<file path="config.mk">
export PLATFORM = sky130hd
export DESIGN_NAME = simon_game_ctrl_flat
export DESIGN_NICKNAME = d
export VERILOG_FILES = /design/src/rtl/simon_pkg.sv /design/src/rtl/simon_game_ctrl_if.sv /design/src/rtl/simon_wait_timer.sv /design/src/rtl/simon_game_ctrl.sv /design/src/flat_wrapper.sv
export SDC_FILE = /design/constraint.sdc
export NUM_CORES = 1
export LEC_CHECK = 0
export CORE_ASPECT_RATIO = 0.8
export CORE_MARGIN = 4
export CORE_UTILIZATION = 54
export DETAILED_ROUTE_END_ITERATION = 7
export PLACE_DENSITY = 0.87
export REMOVE_ABC_BUFFERS = 1
export SYNTH_ARGS = -nofsm -noshare
export SYNTH_HDL_FRONTEND = slang
export SYNTH_SLANG_ARGS = --single-unit
</file>
<file path="constraint.sdc">
create_clock -name clk -period 2.95 [get_ports clk]
set_clock_uncertainty 0.2 [all_clocks]
set_input_delay 0.59 -clock clk [delete_from_list [all_inputs] [get_ports clk]]
set_output_delay 0.59 -clock clk [all_outputs]
set_load 0.02 [all_outputs]
</file>
<file path="src/rtl/simon_pkg.sv">
// Shared definitions for the Simon game controller: state encoding, debug codes
// and parameter defaults.
package simon_pkg;

  localparam int DEFAULT_MAX_ROUNDS     = 16;
  localparam int DEFAULT_TIMEOUT_CYCLES = 50000;

  typedef enum logic [2:0] {
    ST_IDLE  = 3'd0,
    ST_GEN   = 3'd1,
    ST_DISP  = 3'd2,
    ST_WAIT  = 3'd3,
    ST_CHECK = 3'd4,
    ST_WIN   = 3'd5,
    ST_LOSE  = 3'd6
  } state_t;

  localparam logic [1:0] DBG_IDLE  = 2'b00;
  localparam logic [1:0] DBG_DISP  = 2'b01;
  localparam logic [1:0] DBG_WAIT  = 2'b10;
  localparam logic [1:0] DBG_CHECK = 2'b11;

  // GEN, WIN and LOSE share the idle code; only the player-visible phases get their own.
  function automatic logic [1:0] dbg_code(input state_t s);
    case (s)
      ST_DISP:  return DBG_DISP;
      ST_WAIT:  return DBG_WAIT;
      ST_CHECK: return DBG_CHECK;
      default:  return DBG_IDLE;
    endcase
  endfunction

  function automatic logic is_busy(input state_t s);
    return (s == ST_GEN) || (s == ST_DISP) || (s == ST_WAIT) || (s == ST_CHECK);
  endfunction

endpackage

</file>
<file path="src/rtl/simon_game_ctrl_if.sv">
// Phase handshakes between the game controller (master) and the
// generator/display/entry/compare blocks it sequences (slave).
interface simon_game_ctrl_if;

  logic gen_start;
  logic gen_done;
  logic disp_start;
  logic disp_done;
  logic wait_start;
  logic wait_done;
  logic check_start;
  logic check_done;
  logic check_pass;

  modport master (
    output gen_start, disp_start, wait_start, check_start,
    input  gen_done, disp_done, wait_done, check_done, check_pass
  );

  modport slave (
    input  gen_start, disp_start, wait_start, check_start,
    output gen_done, disp_done, wait_done, check_done, check_pass
  );

endinterface

</file>
<file path="src/rtl/simon_wait_timer.sv">
// Player-entry timeout: 16-bit saturating counter, expires when it reaches
// TIMEOUT_CYCLES-1; TIMEOUT_CYCLES = 0 never expires.
module simon_wait_timer
  import simon_pkg::*;
#(
  parameter int TIMEOUT_CYCLES = DEFAULT_TIMEOUT_CYCLES
) (
  input  logic clk,
  input  logic rst,
  input  logic clear,
  input  logic count_en,
  output logic expired
);

  localparam logic [15:0] LIMIT = (TIMEOUT_CYCLES == 0) ? 16'd0 : 16'(TIMEOUT_CYCLES - 1);

  logic [15:0] count_reg;

  always_ff @(posedge clk) begin
    if (rst) begin
      count_reg <= 16'd0;
    end else if (clear) begin
      count_reg <= 16'd0;
    end else if (count_en && (count_reg != 16'hFFFF)) begin
      count_reg <= count_reg + 16'd1;
    end
  end

  assign expired = (TIMEOUT_CYCLES != 0) && (count_reg == LIMIT);

endmodule

</file>
<file path="src/rtl/simon_game_ctrl.sv">
// Simon game sequencer: walks GEN -> DISP -> WAIT -> CHECK per round and
// reports win/lose. Every output is registered from the next-state value.
module simon_game_ctrl
  import simon_pkg::*;
#(
  parameter int MAX_ROUNDS     = DEFAULT_MAX_ROUNDS,
  parameter int TIMEOUT_CYCLES = DEFAULT_TIMEOUT_CYCLES
) (
  input  logic                      clk,
  input  logic                      rst,
  input  logic                      start,
  simon_game_ctrl_if.master         hs,
  output logic [3:0]                round,
  output logic [1:0]                dbg_state,
  output logic                      game_win,
  output logic                      game_lose,
  output logic                      busy
);

  localparam logic [3:0] LAST_ROUND = 4'(MAX_ROUNDS - 1);

  state_t     state_reg, state_next;
  logic [3:0] round_reg, round_next;
  logic       start_q_reg;
  logic       start_rise;
  logic       timer_clear;
  logic       timer_expired;

  logic       gen_start_reg, disp_start_reg, wait_start_reg, check_start_reg;
  logic       win_reg, lose_reg, busy_reg;
  logic [1:0] dbg_reg;

  assign start_rise = start & ~start_q_reg;

  simon_wait_timer #(
    .TIMEOUT_CYCLES(TIMEOUT_CYCLES)
  ) u_wait_timer (
    .clk     (clk),
    .rst     (rst),
    .clear   (timer_clear),
    .count_en(state_reg == ST_WAIT),
    .expired (timer_expired)
  );

  always_comb begin
    state_next  = state_reg;
    round_next  = round_reg;
    timer_clear = 1'b0;
    case (state_reg)
      ST_IDLE, ST_WIN, ST_LOSE: begin
        if (start_rise) begin
          state_next = ST_GEN;
          round_next = 4'd0;
        end
      end
      ST_GEN:  if (hs.gen_done) state_next = ST_DISP;
      ST_DISP: begin
        if (hs.disp_done) begin
          state_next  = ST_WAIT;
          timer_clear = 1'b1;
        end
      end
      // A wait_done in the expiry cycle still counts as a valid entry.
      ST_WAIT: begin
        if (hs.wait_done)          state_next = ST_CHECK;
        else if (timer_expired)    state_next = ST_LOSE;
      end
      ST_CHECK: begin
        if (hs.check_done) begin
          if (!hs.check_pass) begin
            state_next = ST_LOSE;
          end else if (round_reg == LAST_ROUND) begin
            state_next = ST_WIN;
          end else begin
            state_next = ST_DISP;
            round_next = round_reg + 4'd1;
          end
        end
      end
      default: state_next = ST_IDLE;
    endcase
  end

  // start_q resets high so a button held through reset is not seen as a press.
  always_ff @(posedge clk) begin
    if (rst) begin
      state_reg       <= ST_IDLE;
      round_reg       <= 4'd0;
      start_q_reg     <= 1'b1;
      gen_start_reg   <= 1'b0;
      disp_start_reg  <= 1'b0;
      wait_start_reg  <= 1'b0;
      check_start_reg <= 1'b0;
      win_reg         <= 1'b0;
      lose_reg        <= 1'b0;
      busy_reg        <= 1'b0;
      dbg_reg         <= DBG_IDLE;
    end else begin
      state_reg       <= state_next;
      round_reg       <= round_next;
      start_q_reg     <= start;
      gen_start_reg   <= (state_next == ST_GEN)   && (state_reg != ST_GEN);
      disp_start_reg  <= (state_next == ST_DISP)  && (state_reg != ST_DISP);
      wait_start_reg  <= (state_next == ST_WAIT)  && (state_reg != ST_WAIT);
      check_start_reg <= (state_next == ST_CHECK) && (state_reg != ST_CHECK);
      win_reg         <= (state_next == ST_WIN);
      lose_reg        <= (state_next == ST_LOSE);
      busy_reg        <= is_busy(state_next);
      dbg_reg         <= dbg_code(state_next);
    end
  end

  assign hs.gen_start   = gen_start_reg;
  assign hs.disp_start  = disp_start_reg;
  assign hs.wait_start  = wait_start_reg;
  assign hs.check_start = check_start_reg;
  assign round          = round_reg;
  assign dbg_state      = dbg_reg;
  assign game_win       = win_reg;
  assign game_lose      = lose_reg;
  assign busy           = busy_reg;

endmodule
</file>
<file path="src/flat_wrapper.sv">
// flat-port wrapper written by rule: the top's interface ports become plain ports
module simon_game_ctrl_flat import simon_pkg::*;
#(
  parameter int MAX_ROUNDS     = DEFAULT_MAX_ROUNDS,
  parameter int TIMEOUT_CYCLES = DEFAULT_TIMEOUT_CYCLES
)
  (clk, rst, start, round, dbg_state, game_win, game_lose, busy, hs_gen_start, hs_disp_start, hs_wait_start, hs_check_start, hs_gen_done, hs_disp_done, hs_wait_done, hs_check_done, hs_check_pass);
  simon_game_ctrl_if hs_i ();
  input  logic clk;
  input  logic rst;
  input  logic start;
  output logic [3:0] round;
  output logic [1:0] dbg_state;
  output logic game_win;
  output logic game_lose;
  output logic busy;
  output wire logic [$bits(hs_i.gen_start)-1:0] hs_gen_start;
  output wire logic [$bits(hs_i.disp_start)-1:0] hs_disp_start;
  output wire logic [$bits(hs_i.wait_start)-1:0] hs_wait_start;
  output wire logic [$bits(hs_i.check_start)-1:0] hs_check_start;
  input wire logic [$bits(hs_i.gen_done)-1:0] hs_gen_done;
  input wire logic [$bits(hs_i.disp_done)-1:0] hs_disp_done;
  input wire logic [$bits(hs_i.wait_done)-1:0] hs_wait_done;
  input wire logic [$bits(hs_i.check_done)-1:0] hs_check_done;
  input wire logic [$bits(hs_i.check_pass)-1:0] hs_check_pass;
  assign hs_gen_start = hs_i.gen_start;
  assign hs_disp_start = hs_i.disp_start;
  assign hs_wait_start = hs_i.wait_start;
  assign hs_check_start = hs_i.check_start;
  assign hs_i.gen_done = hs_gen_done;
  assign hs_i.disp_done = hs_disp_done;
  assign hs_i.wait_done = hs_wait_done;
  assign hs_i.check_done = hs_check_done;
  assign hs_i.check_pass = hs_check_pass;
  simon_game_ctrl #(.MAX_ROUNDS(MAX_ROUNDS), .TIMEOUT_CYCLES(TIMEOUT_CYCLES)) u_core (.clk(clk), .rst(rst), .start(start), .hs(hs_i), .round(round), .dbg_state(dbg_state), .game_win(game_win), .game_lose(game_lose), .busy(busy));
endmodule
</file>
==> metrics.md, run 1 <==
| Metric | Value |
|---|---|
| Largest net degree at the start of global routing | `17` |
| Maximum vdd ir drop | `0.000331 V` |
| WL/cell | `15.4 µm` |
| Vert. Die Dim | `58.1 µm` |
| Final Util | `70.3%` |
| Final ANT Viol Nets | `0` |
| Largest register FFs | `16` |
| Max Cap Viol | `0` |
| Setup ws final | `0.436 ns` |
| Worst Setup End Kind | `flip-flop` |
| Fin Hold WS | `0.292 ns` |
| Critical path type | `input port to flip-flop` |
| Clk buf depth | `2` |
| Dpl cells | `250` |
| Routed vias/inst | `6.12` |
| Mapped Area | `0.00169 mm²` |
| WHS Path Cells | `2` |
| CP startpoint kind | `input port` |
| IO buf count | `20` |
| Yosys top cell by area | `dfxtp_1` |
| Io pins | `21` |
| Synth top area share | `39.0%` |
| Final Instance Area | `0.00202 mm²` |
| RR Startpoint | `u_core.state_reg[0]` |
| Vias in the first global route | `1410` |
| Register-to-register setup slack | `0.51 ns` |
| Residual DRC | `0` |
| Fmax | `398 MHz` |
| Pre-CTS setup slack | `0.143 ns` |
| Layout cell share with drive strength beyond 1 | `10.0%` |
| Starting Density | `59.0%` |
| Outcome | `finished, final reports clean` |
| CTS buffer count | `5` |
| Worst EP arrival | `2.54 ns` |
| Cts-stage hold buffer count | `0` |
| R2r endpoint | `u_core.u_wait_timer.count_reg[11]` |
| CTS tree | `built` |
| Cells after synthesis | `196` |
| Top post-synthesis cells by area | `dfxtp_1 39%, nor2_1 4.7%, xor2_1 4.1%` |
| Power Density | `431 mW/mm²` |
| Rel. slew slack | `34.6%` |
| Total power | `870 µW` |
| Number of synthesized register bits | `33` |
| Drt pass-1 iters | `4` |
| Post-CTS Resized | `0` |
| GPL Wtd Cong | `0.963` |
| Total global routing overflow | `0` |
| Fraction of registers with async set/reset | `0%` |
| Mapped Avg Cell Area | `8.64 µm²` |
| Cell Rows | `17` |
| Most frequent cells in the layout | `33 x dfxtp_1, 21 x nor2_1, 20 x clkdlybuf4s50_1` |
| Placed cell area | `0.00193 mm²` |
| Post-synth EDFFs | `0` |
| Cell variety after synth | `59` |
| Post-route setup TNS | `0 ns` |
| Die outline area | `0.00410 mm²` |
| Commonest non-fill, non-tap cell in the layout | `dfxtp_1` |
| RSZ-0062 raised after global routing | `false` |
| Setup Fix Bufs, Post-CTS | `0` |
| Hold Crit Class | `flip-flop to flip-flop` |
| Hold path startpoint | `u_core.u_wait_timer.count_reg[1]` |
| Ys flop type | `dfxtp_1` |
| Final hold violations | `0` |
| Lkg Pwr | `0.751 nW` |
| Sequential-to-total area share from yosys stat | `39.0%` |
| Final period util | `85.2%` |
| Crit path max-delay cell type | `or4_4` |
| Post-detail-place hpwl | `2880 µm` |
| CTS H-tree depth | `2` |
| Worst slew pin tran | `0.970 ns` |
| Critical path peak fanout | `6` |
| Clock Latency Late Sink | `0.29 ns` |
| WP data required | `2.97 ns` |
| First-pass GRT wire length | `6540 µm` |
| Clk pin slew, worst setup/hold paths | `0.07 ns` |
| Final setup viols | `0` |
| Core footprint | `0.00287 mm²` |
| DRT iter0 DRCs | `145` |
| Slew Viols, Final | `0` |
| Clock period minus worst slack | `2.51 ns` |
| CTS root buf | `clkbuf_8` |
| Worst hold endpoint | `u_core.u_wait_timer.count_reg[1]` |
| CP Cell Sequence | `clkdlybuf4s50_1 -> and2b_1 -> a221oi_1 -> a311oi_1 -> or4_4 -> o22ai_2` |
| GRT Total Usage | `20.3%` |
| Max incr delay on CP | `0.56 ns` |
| Layout Cells excl Fill | `258` |
| Ant diodes | `0` |
| Final WL | `3960 µm` |
| Synth-to-layout area growth | `19.2%` |
| Initial antenna violation count | `0` |
| Die W | `70.6 µm` |
| Vias post-DR | `1580` |
| Worst-case reg-to-reg path depth | `5` |
| CTS Sinks | `33` |
| Syn. warnings | `0` |
| # nets final | `229` |
metal layers:
metal / share of wire (%) / wire (µm) / vias up / track usage [%]
li1: - / - / 764 / -
met1: 45 / 1780 / 744 / 26.8
met2: 45 / 1800 / 62 / 30.9
met3: 8.1 / 321 / 10 / 6.76
met4: 1.7 / 67 / 0 / 7.77
met5: 0 / 0 / - / 0
critical path, delay by kind of cell:
kind                   cells  cell delay (ns)
AOI/OAI and AO/OA          3             0.70
and+or+nand+nor            2             0.80
buffers and inverters      1             0.44
worst max path at each step:
| stage | startpoint | end | depth (start not counted) |
|---|---|---|---|
| floorplan | u_core.round[0] | u_core.dbg_state[1] | 6 |
| global placement | start | u_core.dbg_state[1] | 6 |
| detailed placement | start | u_core.dbg_state[1] | 6 |
| CTS | start | u_core.dbg_state[1] | 6 |
| global route | u_core.state_reg[0] | u_core.u_wait_timer.count_reg[11] | 5 |
| finish | start | u_core.dbg_state[1] | 6 |
synthesized netlist by cell type, types with 5 or more instances:
| cell type | number |
|---|---|
| a211oi_1 | 5 |
| a21oi_1 | 8 |
| clkbuf_1 | 5 |
| dfxtp_1 | 33 |
| inv_1 | 6 |
| nand2_1 | 15 |
| nand3_1 | 7 |
| nor2_1 | 21 |
| nor3_1 | 5 |
| o21ai_0 | 6 |
| xor2_1 | 8 |
cell families after synthesis:
logic type | after synthesis | share of synthesized area (%)
multiplexers | 1 | 0.591
AO/OA/AOI/OAI | 48 | 21.6
AND/OR/NAND/NOR | 85 | 27.3
XOR/XNOR | 12 | 6.20
buffers and inverters | 15 | 3.84
flip-flops | 33 | 39.0
adder cells (fa/ha/maj) | 2 | 1.48
power breakdown:
part           total, mW  internal [mW]  switching (mW)
registers          0.460          0.452         0.00812
clock network      0.334          0.163           0.171
logic             0.0764         0.0358          0.0406
total              0.870          0.650           0.220
final cells by class:
class,count,area [µm²]
clock inverter,3,17.5
tap,38,47.5
fill,235,852
timing repair buffer,24,230
multi-input combinational,148,968
sequential,33,661
clock buffer,5,68.8
inverter,7,26.3
No activity file was read; power rests on OpenSTA's default activity.
==> run 2, diff against run 1 <==
CORE_MARGIN = not set   (was 4)
==> run 2 against run 1 <==
  * Worst setup slack lost 0.057 ns
  * Clock-buffer cell count is the same
  * Register-to-register slack lost 0.13 ns
  * Clock power is essentially flat
  * Critical endpoint is now u_core.u_wait_timer.count_reg[11]
  * Highest routed layer unchanged
==> metrics.md, run 2 (synthesis results as in run 1) <==
| Metric | Value |
|---|---|
| Outcome | `finished, final reports clean` |
| Maximum vdd ir drop | `0.000280 V` |
| Hold Crit Class | `flip-flop to flip-flop` |
| IO buf count | `20` |
| Crit path from | `u_core.state_reg[0]` |
| Pre-CTS setup slack | `0.127 ns` |
| Pint | `650 µW` |
| # nets final | `228` |
| Die outline area | `0.00337 mm²` |
| Layout cell share with drive strength beyond 1 | `9.59%` |
| Bufs and invs on worst path | `0` |
| Clk pin slew, worst setup/hold paths | `0.07 ns` |
| CP Cell Sequence | `nand3b_1 -> nor3_2 -> o211ai_1 -> or3_1 -> a21oi_1` |
| Max Cap Viol | `0` |
| Vert. Die Dim | `52.1 µm` |
| Switching share of power | `25.5%` |
| Commonest non-fill, non-tap cell in the layout | `dfxtp_1` |
| Slew Viols, Final | `0` |
| Worst path depth | `5` |
| Area taken by multi-input logic gates | `968 µm²` |
| Routed vias/inst | `6.00` |
| GPL Wtd Cong | `0.884` |
| Core footprint | `0.00287 mm²` |
| Io pins | `21` |
| Initial antenna violation count | `0` |
| Largest register FFs | `16` |
| Ant diodes | `0` |
| Final setup viols | `0` |
| Drt pass-1 iters | `4` |
| Register-to-register setup slack | `0.38 ns` |
| WP data required | `2.98 ns` |
| Synth-to-layout area growth | `18.8%` |
| Crit path max-delay cell type | `dfxtp_1` |
| GRT Total Usage | `26.3%` |
| Clock period minus worst slack | `2.57 ns` |
| Clock power frac | `38.5%` |
| Die W | `64.6 µm` |
| Worst Setup EP | `u_core.u_wait_timer.count_reg[11]` |
| CTS tree | `built` |
| Rel. slew slack | `60.4%` |
| Final period util | `87.2%` |
| CTS root buf | `clkbuf_8` |
| Final hold violations | `0` |
| Largest net degree at the start of global routing | `17` |
| Fillers | `216` |
| WL/cell | `15.1 µm` |
| Comb pwr share | `8.7%` |
| Final ANT Viol Nets | `0` |
| Total global routing overflow | `0` |
| Residual DRC | `0` |
| Vias post-DR | `1542` |
| Setup Fix Bufs, Post-CTS | `0` |
| Final WL | `3870 µm` |
| Post-route setup TNS | `0 ns` |
| Most frequent cells in the layout | `33 x dfxtp_1, 21 x nor2_1, 20 x clkdlybuf4s50_1` |
| Final Util | `70.1%` |
| Critical path peak fanout | `15` |
| Worst Setup End Kind | `flip-flop` |
| Cts-stage hold buffer count | `0` |
| Clock Latency Late Sink | `0.29 ns` |
| Hold path startpoint | `u_core.u_wait_timer.count_reg[1]` |
| Worst slew pin tran | `0.591 ns` |
| Clk buf depth | `2` |
| First-pass GRT wire length | `6490 µm` |
| CTS Sinks | `33` |
| DRT iter0 DRCs | `120` |
| RSZ-0062 raised after global routing | `false` |
| CTS buffer count | `5` |
| Lkg Pwr | `0.745 nW` |
| Fmax | `389 MHz` |
| R2r endpoint | `u_core.u_wait_timer.count_reg[11]` |
| Worst-case reg-to-reg path depth | `5` |
| Cell family with most CP delay | `simple AND/OR/NAND/NOR gates` |
| Setup ws final | `0.379 ns` |
| Power share of the sequential group | `52.8%` |
| CP startpoint kind | `flip-flop` |
| Cell Rows | `17` |
| RR Startpoint | `u_core.state_reg[0]` |
| CTS H-tree depth | `2` |
| Dpl cells | `249` |
| Register area | `661 µm²` |
| Power Density | `434 mW/mm²` |
| Worst EP arrival | `2.60 ns` |
| Vias in the first global route | `1403` |
| Layout Cells excl Fill | `257` |
| Max incr delay on CP | `0.69 ns` |
| Post-CTS Resized | `0` |
| Post-detail-place hpwl | `2810 µm` |
| Critical path type | `flip-flop to flip-flop` |
| Starting Density | `59.0%` |
| P_sw | `222 µW` |
-- run 2: cell count changes in the layout (fill, tap and decap cells not counted), sizes merged --
| cell | previous run | this run |
|---|---|---|
| buf | 4 | 3 |
-- run 2: how the worst min path moves through the flow --
stage | cells after the start | endpoint
final | 2 | u_core.u_wait_timer.count_reg[1]
after global routing | 2 | u_core.u_wait_timer.count_reg[1]
after CTS | 2 | u_core.u_wait_timer.count_reg[1]
after detailed placement | 2 | u_core.u_wait_timer.count_reg[1]
after global placement | 2 | u_core.u_wait_timer.count_reg[1]
after floorplan | 2 | u_core.u_wait_timer.count_reg[1]
-- run 2: power groups by stage --
stage                     registers, mW  clock network (mW)  logic, mW
after floorplan                   0.474                   0     0.0358
after global placement            0.470                   0     0.0726
after detailed placement          0.470                   0     0.0746
after CTS                         0.460               0.343     0.0751
after global routing              0.462               0.363     0.0818
final                             0.461               0.336     0.0759
-- run 2: layer usage --
layer  global-route usage (%)  wire length, µm  vias up
met2                     42.6             1790       45
met1                     32.8             1760      727
li1                         -                -      764
met5                        0                0        -
met4                     15.2               61        0
met3                     5.26              266        6
-- run 2: cell type report --
| cell class | instances | share of cell area [%] |
|---|---|---|
| timing repair buffer | 23 | 11.1 |
| clock inverter | 3 | 0.871 |
| multi-input combinational | 148 | 48.1 |
| tap | 38 | 2.36 |
| clock buffer | 5 | 3.42 |
| sequential | 33 | 32.8 |
| inverter | 7 | 1.31 |
-- run 2: stage by stage --
step	power, mW	hold slack [ns]	instance area [µm²]
global route	0.906	0.313	2010
finish	0.873	0.290	2010
floorplan	0.510	0.261	1660
CTS	0.878	0.290	2010
detailed placement	0.545	0.281	1930
global placement	0.542	0.271	1930
-- run 2: worst reg2reg max path: stages (launching register included) --
cell,delay [ns]
dfxtp_1,0.69
nand3b_1,0.41
nor3_2,0.46
o211ai_1,0.23
or3_1,0.39
a21oi_1,0.14
==> run 3, diff against run 2 <==
HOLD_SLACK_MARGIN = 0.03   (was not set)
==> results of run 3 <==
Same layout as run 2: the final DEF is identical, and so are final timing and power.
